[src/rtl/bp_update_scheduler.sv]
// bp_update_scheduler: merges resolved-branch training updates from several
// resolve ports onto the single branch-predictor update port. A mispredict is
// forwarded straight to the output register so BHR repair is never delayed.
// Ordinary training updates go through a circular FIFO that drains one entry
// per cycle whenever no mispredict is using the output.

package bp_update_scheduler_pkg;
  typedef struct packed {
    logic [7:0] idx;   // predictor table index
    logic [7:0] bhr;   // branch history snapshot
    logic [1:0] ctr;   // counter state at prediction time
  } BRANCH_PREDICTOR_PACKET;
endpackage

module bp_update_scheduler
  import bp_update_scheduler_pkg::*;
#(
  parameter int NUM_RES = 2,
  parameter int DEPTH   = 8,
  parameter int CNT_W   = $clog2(DEPTH + 1)
) (
  input  logic                                 clock,
  input  logic                                 reset,
  input  logic [NUM_RES-1:0]                   res_valid,
  input  BRANCH_PREDICTOR_PACKET [NUM_RES-1:0] res_packet,
  input  logic [NUM_RES-1:0]                   res_taken,
  input  logic [NUM_RES-1:0]                   res_mispred,
  output logic                                 resolving_valid_branch,
  output BRANCH_PREDICTOR_PACKET               bs_bp_packet,
  output logic                                 taken,
  output logic                                 mispred,
  output logic [CNT_W-1:0]                     occupancy,
  output logic                                 full,
  output logic [7:0]                           drop_count
);

  // Pointer width: DEPTH is a power of two, so pointer arithmetic wraps for free.
  localparam int PTR_W = (DEPTH > 1) ? $clog2(DEPTH) : 1;
  localparam int IDX_W = (NUM_RES > 1) ? $clog2(NUM_RES) : 1;
  // Arithmetic width large enough for occupancy plus a full batch of candidates.
  localparam int AW    = CNT_W + $clog2(NUM_RES + 1);

  // A FIFO entry is the packet plus the resolved direction.
  typedef struct packed {
    BRANCH_PREDICTOR_PACKET pkt;
    logic                   tkn;
  } entry_t;

  entry_t             mem [DEPTH];
  logic [PTR_W-1:0]   head_reg;
  logic [PTR_W-1:0]   tail_reg;
  logic [CNT_W-1:0]   occ_reg;

  logic               mp_found;
  logic [IDX_W-1:0]   mp_idx;
  logic [NUM_RES-1:0] cand;
  logic [NUM_RES-1:0] enq_ok;
  logic [AW-1:0]      rank [NUM_RES];
  logic [PTR_W-1:0]   wr_addr [NUM_RES];
  logic [AW-1:0]      cand_cnt;
  logic [AW-1:0]      free_cnt;
  logic [AW-1:0]      enq_cnt;
  logic [AW-1:0]      drop_cnt;
  logic               pop;
  logic [AW-1:0]      occ_next;
  logic [AW+8:0]      drop_sum;
  logic [7:0]         drop_next;

  // Select the oldest (lowest-index) mispredicting port; scanning downward
  // leaves the lowest match as the final assignment.
  always_comb begin
    mp_found = 1'b0;
    mp_idx   = '0;
    for (int i = NUM_RES - 1; i >= 0; i--) begin
      if (res_valid[i] && res_mispred[i]) begin
        mp_found = 1'b1;
        mp_idx   = IDX_W'(i);
      end
    end
  end

  // A port is an enqueue candidate if it is a valid, non-mispredicting branch
  // older than the selected mispredict; younger ports are on the wrong path.
  generate
    for (genvar gi = 0; gi < NUM_RES; gi++) begin : g_cand
      assign cand[gi] = res_valid[gi] && !res_mispred[gi] &&
                        !(mp_found && (IDX_W'(gi) > mp_idx));
    end
  endgenerate

  // Rank each candidate among the candidates below it; this is its slot
  // offset from tail and also its position in the drop ordering.
  always_comb begin
    cand_cnt = '0;
    for (int i = 0; i < NUM_RES; i++) begin
      rank[i]  = cand_cnt;
      cand_cnt = cand_cnt + AW'(cand[i]);
    end
  end

  // Free space is taken from the start-of-cycle occupancy only, so a pop in
  // this same cycle never makes room for an extra candidate.
  assign free_cnt = AW'(DEPTH) - AW'(occ_reg);
  assign enq_cnt  = (cand_cnt < free_cnt) ? cand_cnt : free_cnt;
  assign drop_cnt = cand_cnt - enq_cnt;
  assign pop      = !mp_found && (occ_reg != '0);
  assign occ_next = AW'(occ_reg) + enq_cnt - AW'(pop);

  // Oldest candidates win the free slots; the youngest ones are dropped.
  generate
    for (genvar gi = 0; gi < NUM_RES; gi++) begin : g_wr
      assign enq_ok[gi]  = cand[gi] && (rank[gi] < free_cnt);
      assign wr_addr[gi] = tail_reg + rank[gi][PTR_W-1:0];
    end
  endgenerate

  // Drop counter saturates at 255 rather than wrapping.
  assign drop_sum  = {{AW{1'b0}}, 1'b0, drop_count} + {9'b0, drop_cnt};
  assign drop_next = (drop_sum > (AW+9)'(255)) ? 8'hFF : drop_sum[7:0];

  assign occupancy = occ_reg;
  assign full      = (occ_reg == CNT_W'(DEPTH));

  // FIFO storage: each accepted candidate is written to its own slot past tail.
  always_ff @(posedge clock) begin
    for (int i = 0; i < NUM_RES; i++) begin
      if (enq_ok[i]) begin
        mem[wr_addr[i]] <= '{pkt: res_packet[i], tkn: res_taken[i]};
      end
    end
  end

  // Head/tail pointers and occupancy; reset empties the queue immediately.
  always_ff @(posedge clock or posedge reset) begin
    if (reset) begin
      head_reg <= '0;
      tail_reg <= '0;
      occ_reg  <= '0;
    end else begin
      head_reg <= head_reg + PTR_W'(pop);
      tail_reg <= tail_reg + enq_cnt[PTR_W-1:0];
      occ_reg  <= occ_next[CNT_W-1:0];
    end
  end

  // Count training updates lost to a full queue.
  always_ff @(posedge clock or posedge reset) begin
    if (reset) begin
      drop_count <= '0;
    end else begin
      drop_count <= drop_next;
    end
  end

  // Update-port register: a mispredict takes priority over the queue head;
  // with nothing to send, packet and direction simply hold.
  always_ff @(posedge clock or posedge reset) begin
    if (reset) begin
      resolving_valid_branch <= 1'b0;
      bs_bp_packet           <= '0;
      taken                  <= 1'b0;
      mispred                <= 1'b0;
    end else if (mp_found) begin
      resolving_valid_branch <= 1'b1;
      bs_bp_packet           <= res_packet[mp_idx];
      taken                  <= res_taken[mp_idx];
      mispred                <= 1'b1;
    end else if (pop) begin
      resolving_valid_branch <= 1'b1;
      bs_bp_packet           <= mem[head_reg].pkt;
      taken                  <= mem[head_reg].tkn;
      mispred                <= 1'b0;
    end else begin
      resolving_valid_branch <= 1'b0;
      mispred                <= 1'b0;
    end
  end

endmodule

[config.mk]
export PLATFORM = sky130hd
export DESIGN_NAME = bp_update_scheduler
export DESIGN_NICKNAME = d
export VERILOG_FILES = /design/src/rtl/bp_update_scheduler.sv
export SDC_FILE = /design/constraint.sdc
export NUM_CORES = 1
export LEC_CHECK = 0
export ABC_CLOCK_PERIOD_IN_PS = 7810
export BUFFER_PORTS_ARGS = -buffer_cell sky130_fd_sc_hd__buf_4
export CAP_MARGIN = 20
export CORE_ASPECT_RATIO = 1.1
export CORE_MARGIN = 3
export CORE_UTILIZATION = 42
export CTS_CLUSTER_SIZE = 20
export DETAILED_ROUTE_END_ITERATION = 10
export RECOVER_POWER = 50
export SETUP_SLACK_MARGIN = 0.2
export SLEW_MARGIN = 25
export SYNTH_ARGS = -nofsm -noshare
export SYNTH_HDL_FRONTEND = slang
export SYNTH_SLANG_ARGS = --single-unit
[constraint.sdc]
create_clock -name clock -period 7.81 [get_ports clock]
set_input_delay 0.3905 -clock clock [delete_from_list [all_inputs] [get_ports clock]]
set_output_delay 0.3905 -clock clock [all_outputs]
set_load 0.03 [all_outputs]
Yosys cells after proc, flatten, opt, wreduce, memory -nomap -nowiden:

Memories as Yosys holds them, arrays and structs flattened.
Index checks and enable logic that the tools add are counted.

* flip-flop bits (word level): 39
* memory bits (writable): 152
* bits of input ports: 44
* output and inout bits: 34
* memories kept: 1

Memories
* mem: words 8, bits a word 19, read ports 1, clocked after memory_dff 0, wr ports 2, RTL line 49 `entry_t mem [DEPTH];`

* $add $sub $neg: 9
* order comparisons: 7
* equal/unequal tests: 1
* mux-type cells: 20
* reductions and logical operators: 18

Operators with widths (number)
* 18-bit 2-to-1 mux: 4
* 1-bit 2-to-1 mux: 14
* 1-bit logical AND: 11
* 8-bit by 6-bit adder with 9-bit output: 1
* 9-bit by 8-bit > comparator with 1-bit output (second input constant): 1
* 8-bit 2-to-1 mux: 1
* 3-bit by 1-bit adder with 3-bit output: 2
* 1-bit by 6-bit less-than comparator with 1-bit output: 1
* 1-bit by 6-bit less-than comparator with 1-bit output (first input constant): 1
* 2-bit by 6-bit less-than comparator with 1-bit output: 1
* 6-bit 2-to-1 mux: 1
* 2-bit by 6-bit subtractor with 6-bit output: 1
* 1-bit logical NOT: 5
* 4-bit by 4-bit subtractor with 5-bit output (first input constant): 1
* 4-bit adder: 1
* 4-bit == test (second input constant): 1
* 4-bit nonzero test: 1
* 4-bit by 1-bit subtractor with 4-bit output: 1
* 3-bit adder: 1
* 1-bit by 1-bit adder with 2-bit output: 1
* 1-bit > comparator (first input constant): 2
* 1-bit by 2-bit less-than comparator with 1-bit output (second input constant): 1
* 2-bit nonzero test: 1

Longest topological paths before layout:

* depth in word-level cells: 14
* mapped depth: 17
* gate-level depth less buffers: 17

Least setup slack after synthesis:

No wires, ideal clock.

* kind: reg-to-reg
* from: register occ_reg[1] (netlist: occupancy[1])
* to: memory mem[4][0] in the netlist's numbering (enable)
* setup time: 0.450 ns
* arrival time: 3.690 ns
* required time: 7.360 ns
* slack: 3.670 ns
* cell stages (with the launch flop): 8
* buffers on the path: 0
* period minus slack after synthesis: 4.140 ns
* cell sequence: dfrtp_1 inv_1 ha_1 nor2b_1 a21oi_1 o22ai_2 a21bo_2 o41ai_1

RTL lines
* from (decl): RTL line 52 `logic [CNT_W-1:0] occ_reg;`
* from (signal assigned): RTL line 142 `occ_reg <= occ_next[CNT_W-1:0];`
* to (decl): RTL line 49

==> impl_metrics.prom <==
# TYPE chip_impl_metric gauge
chip_impl_metric{name="final_layout_size_suffix_gt1_share",unit="%"} 40.7
chip_impl_metric{name="netlist_area_before_placement",unit="sq um"} 9950
chip_impl_metric{name="route.antenna.remaining_nets",unit=""} 0
chip_impl_metric{name="required_time_worst_endpoint",unit="ns"} 7.97
chip_impl_metric{name="cts-resized-gates",unit=""} 0
chip_impl_metric{name="number_of_endpoints_with_negative_hold_slack_in_the_final_report",unit=""} 0
chip_impl_metric{name="die-height",unit="um"} 167
chip_impl_metric{name="worst_hold_slack",unit="ns"} 0.268
chip_impl_metric{name="nNetsFinal",unit=""} 762
chip_impl_metric{name="power.density",unit="nW/um^2"} 335
chip_impl_info{name="synth_common_cells",value="152 x edfxtp_1, 114 x mux2_2, 39 x dfrtp_1"} 1
chip_impl_metric{name="start_util",unit="%"} 43.1
chip_impl_metric{name="timing.setup.tns",unit="ns"} 0
chip_impl_metric{name="drt_pre_antenna_iters",unit=""} 6
chip_impl_metric{name="std_cell_rows",unit=""} 58
chip_impl_metric{name="timing.final.max_slew_violations",unit=""} 125
chip_impl_metric{name="grt_first_pass_wirelength",unit="um"} 38500
chip_impl_metric{name="grt_pass1_vias",unit=""} 6398
chip_impl_metric{name="number_of_flops_mapped_to_enable_cells_by_yosys",unit=""} 152
chip_impl_metric{name="ys_seq_elements",unit=""} 191
chip_impl_metric{name="antenna_cells_inserted",unit=""} 0
chip_impl_metric{name="cts.reportedPaths.clkPinSlew",unit="ns"} 0.07
chip_impl_info{name="synth.top_cells.by_area",value="edfxtp_1 46%, mux2_2 13%, dfrtp_1 9.8%"} 1
chip_impl_info{name="worst_setup_path_end_kind",value="register"} 1
chip_impl_metric{name="synthesis.instances",unit=""} 611
chip_impl_metric{name="post_route_core_utilization",unit="%"} 49.3
chip_impl_metric{name="routed_wirelength",unit="um"} 24900
chip_impl_metric{name="area_growth",unit="%"} 14.2
chip_impl_metric{name="die-area",unit="sq um"} 25600
chip_impl_metric{name="place_congestion",unit=""} 0.799
chip_impl_metric{name="worst_slew_pin_slew",unit="ns"} 2.24
chip_impl_metric{name="die_width",unit="um"} 153
chip_impl_metric{name="post_drt_wl_per_cell",unit="um"} 24.7
chip_impl_metric{name="ir_drop",unit="uV"} 187
chip_impl_metric{name="async_flop_share",unit="%"} 20.4
chip_impl_metric{name="max_cap_viol_count",unit=""} 8
chip_impl_metric{name="dpl_worst_slack",unit="ns"} 3.90
chip_impl_info{name="synth_ff_type",value="edfxtp_1"} 1
chip_impl_metric{name="grt_start_max_net_pins",unit=""} 40
chip_impl_metric{name="min_period_over_period",unit="%"} 61.3
chip_impl_metric{name="place_hpwl",unit="um"} 15100
chip_impl_metric{name="finalWorstPathRequiredPeriod",unit="ns"} 4.79
chip_impl_metric{name="detail_route.vias_per_cell",unit=""} 5.86
chip_impl_metric{name="htree_num_levels",unit=""} 4
chip_impl_metric{name="worst_slew_margin_rel",unit="%"} -50.5
chip_impl_metric{name="post-cts-setup-buffers",unit=""} 0
chip_impl_metric{name="num_io_pins",unit=""} 78
chip_impl_metric{name="count_of_input_and_output_buffers",unit=""} 77
chip_impl_metric{name="layout_filler_cell_count",unit=""} 2036
chip_impl_metric{name="worst-endpoint-arrival",unit="ns"} 4.94
chip_impl_metric{name="clkLatencyLatePin",unit="ns"} 0.43
chip_impl_metric{name="finClkSkew",unit="ns"} 0.00957
chip_impl_metric{name="synth.yosys.seq_area_share",unit="%"} 55.7
chip_impl_info{name="worst-setup-path-type",value="register to register"} 1
chip_impl_info{name="outcome",value="finished, violations left"} 1
chip_impl_metric{name="sum_of_overflow_across_all_layers_after_global_routing",unit=""} 0
chip_impl_info{name="worst_hold_path_type",value="input port to register"} 1
chip_impl_info{name="synth.largest_area_cell",value="edfxtp_1"} 1
chip_impl_info{name="failing_checks",value="capacitance limit, slew limit"} 1
chip_impl_info{name="start_kind",value="register"} 1
chip_impl_metric{name="tritoncts_sink_count",unit=""} 191
chip_impl_metric{name="cts.hold.buffers_added",unit=""} 0
chip_impl_metric{name="coreArea",unit="sq um"} 23100
chip_impl_metric{name="final_routed_drc_violation_total",unit=""} 0
chip_impl_info{name="synth.most_common_cell",value="edfxtp_1"} 1
chip_impl_metric{name="antenna_found_initial",unit=""} 0
chip_impl_metric{name="post_synth_num_cell_types",unit=""} 48
chip_impl_metric{name="syn_nets",unit=""} 681
chip_impl_info{name="grt_setup_unrepaired",value="no"} 1
chip_impl_metric{name="fmax",unit="MHz"} 209
chip_impl_metric{name="synthDominantCellAreaShare",unit="%"} 45.9
chip_impl_metric{name="total_global_route_track_usage",unit="%"} 19.8
chip_impl_info{name="clock_tree_root_driver_cell",value="clkbuf_16"} 1
chip_impl_metric{name="finalSetupViolations",unit=""} 0
chip_impl_metric{name="yosysWarnings",unit=""} 0
chip_impl_metric{name="timing.critical_path.fanout_max",unit=""} 20
chip_impl_metric{name="cts_max_path_buffers",unit=""} 2
chip_impl_metric{name="drt-initial-drc-count",unit=""} 461
chip_impl_metric{name="leakage",unit="uW"} 0.00416
chip_impl_info{name="tritoncts",value="done"} 1
chip_impl_metric{name="cts_made_buffers",unit=""} 17
chip_impl_metric{name="vias",unit=""} 5888
chip_impl_metric{name="average_size_of_a_mapped_cell",unit="sq um"} 16.3
chip_impl_metric{name="largest_reg_flops",unit=""} 152
chip_impl_metric{name="fin_ws",unit="ns"} 3.02
## logic make-up (layout without fill, tap and decap cells)
| group | after synthesis | in the layout | synth area share [%] |
|---|---|---|---|
| AOI/OAI and AO/OA | 65 | 65 | 4.97 |
| adders and majority gates | 26 | 26 | 3.50 |
| buffers and inverters | 50 | 144 | 2.38 |
| DFF | 191 | 191 | 55.7 |
| and+or+nand+nor | 57 | 57 | 3.21 |
| muxes | 209 | 209 | 29.1 |
| xor gates and xnor gates | 13 | 13 | 1.14 |
## where the power goes
| part | total, uW | internal [uW] | switching [uW] |
|---|---|---|---|
| combinational | 1390 | 579 | 814 |
| sequential | 1480 | 1340 | 137 |
| clock | 942 | 559 | 383 |
## final cells by class
class                      instances  area (sq um)  share of cell area, %
sequential                       191          5540                   48.8
multi-input combinational        370          4180                   36.8
timing repair buffer              95           567                   4.99
clock buffer                      21           460                   4.05
tap                              300           375                   3.30
clock inverter                    11           179                   1.57
inverter                          17          65.1                  0.572
## critical path, cell delays in order, from the launching register on
cell and delay (ns):
dfrtp_1 0.43, or2_0 0.25, or3_1 0.34, o32a_1 0.42
nand3_1 0.11, clkbuf_1 1.27, o21ai_0 1.15, buf_4 0.54
## metal layers
metal  part of all wire, %  up-vias  track usage, %
met3                   4.4       19            3.15
met2                    51      151            33.8
li1                      -     2608               -
met4                   1.1        0            4.92
met1                    43     3110            26.7
met5                     0        -               0
## metrics by stage
step                cells  total power (uW)  instance area, sq um
global placement      973              2970                 11000
floorplan             611              2500                  9950
CTS                  1005              3960                 11600
finish               1005              3810                 11400
detailed placement    973              3010                 11000
global route         1005              4020                 11400
## layout by cell type (no fill, tap or decap), types with 8 or more instances in the layout
cell,count
a21oi_1,8
a222oi_1,19
buf_4,55
clkbuf_1,41
clkbuf_16,17
dfrtp_1,38
edfxtp_1,152
ha_1,23
inv_1,14
mux2_2,114
mux2_4,38
mux2i_1,19
mux4_2,38
nand2_1,13
nand3_1,11
o21ai_0,20
## worst paths after layout
path	end	slack [ns]	start	depth (start not counted)
setup / recovery	mem[6][1]	3.02	occupancy[1]	7
hold / removal	mispred	0.27	res_mispred[0]	3
setup reg to reg	mem[6][1]	3.02	occupancy[1]	7
hold reg to reg	head_reg[2]	0.47	head_reg[2]	1
max in group asynchronous	head_reg[0]	6.10	reset	2
min in group asynchronous	drop_count[5]	0.55	reset	2
No activity file was read; power rests on OpenSTA's default activity.
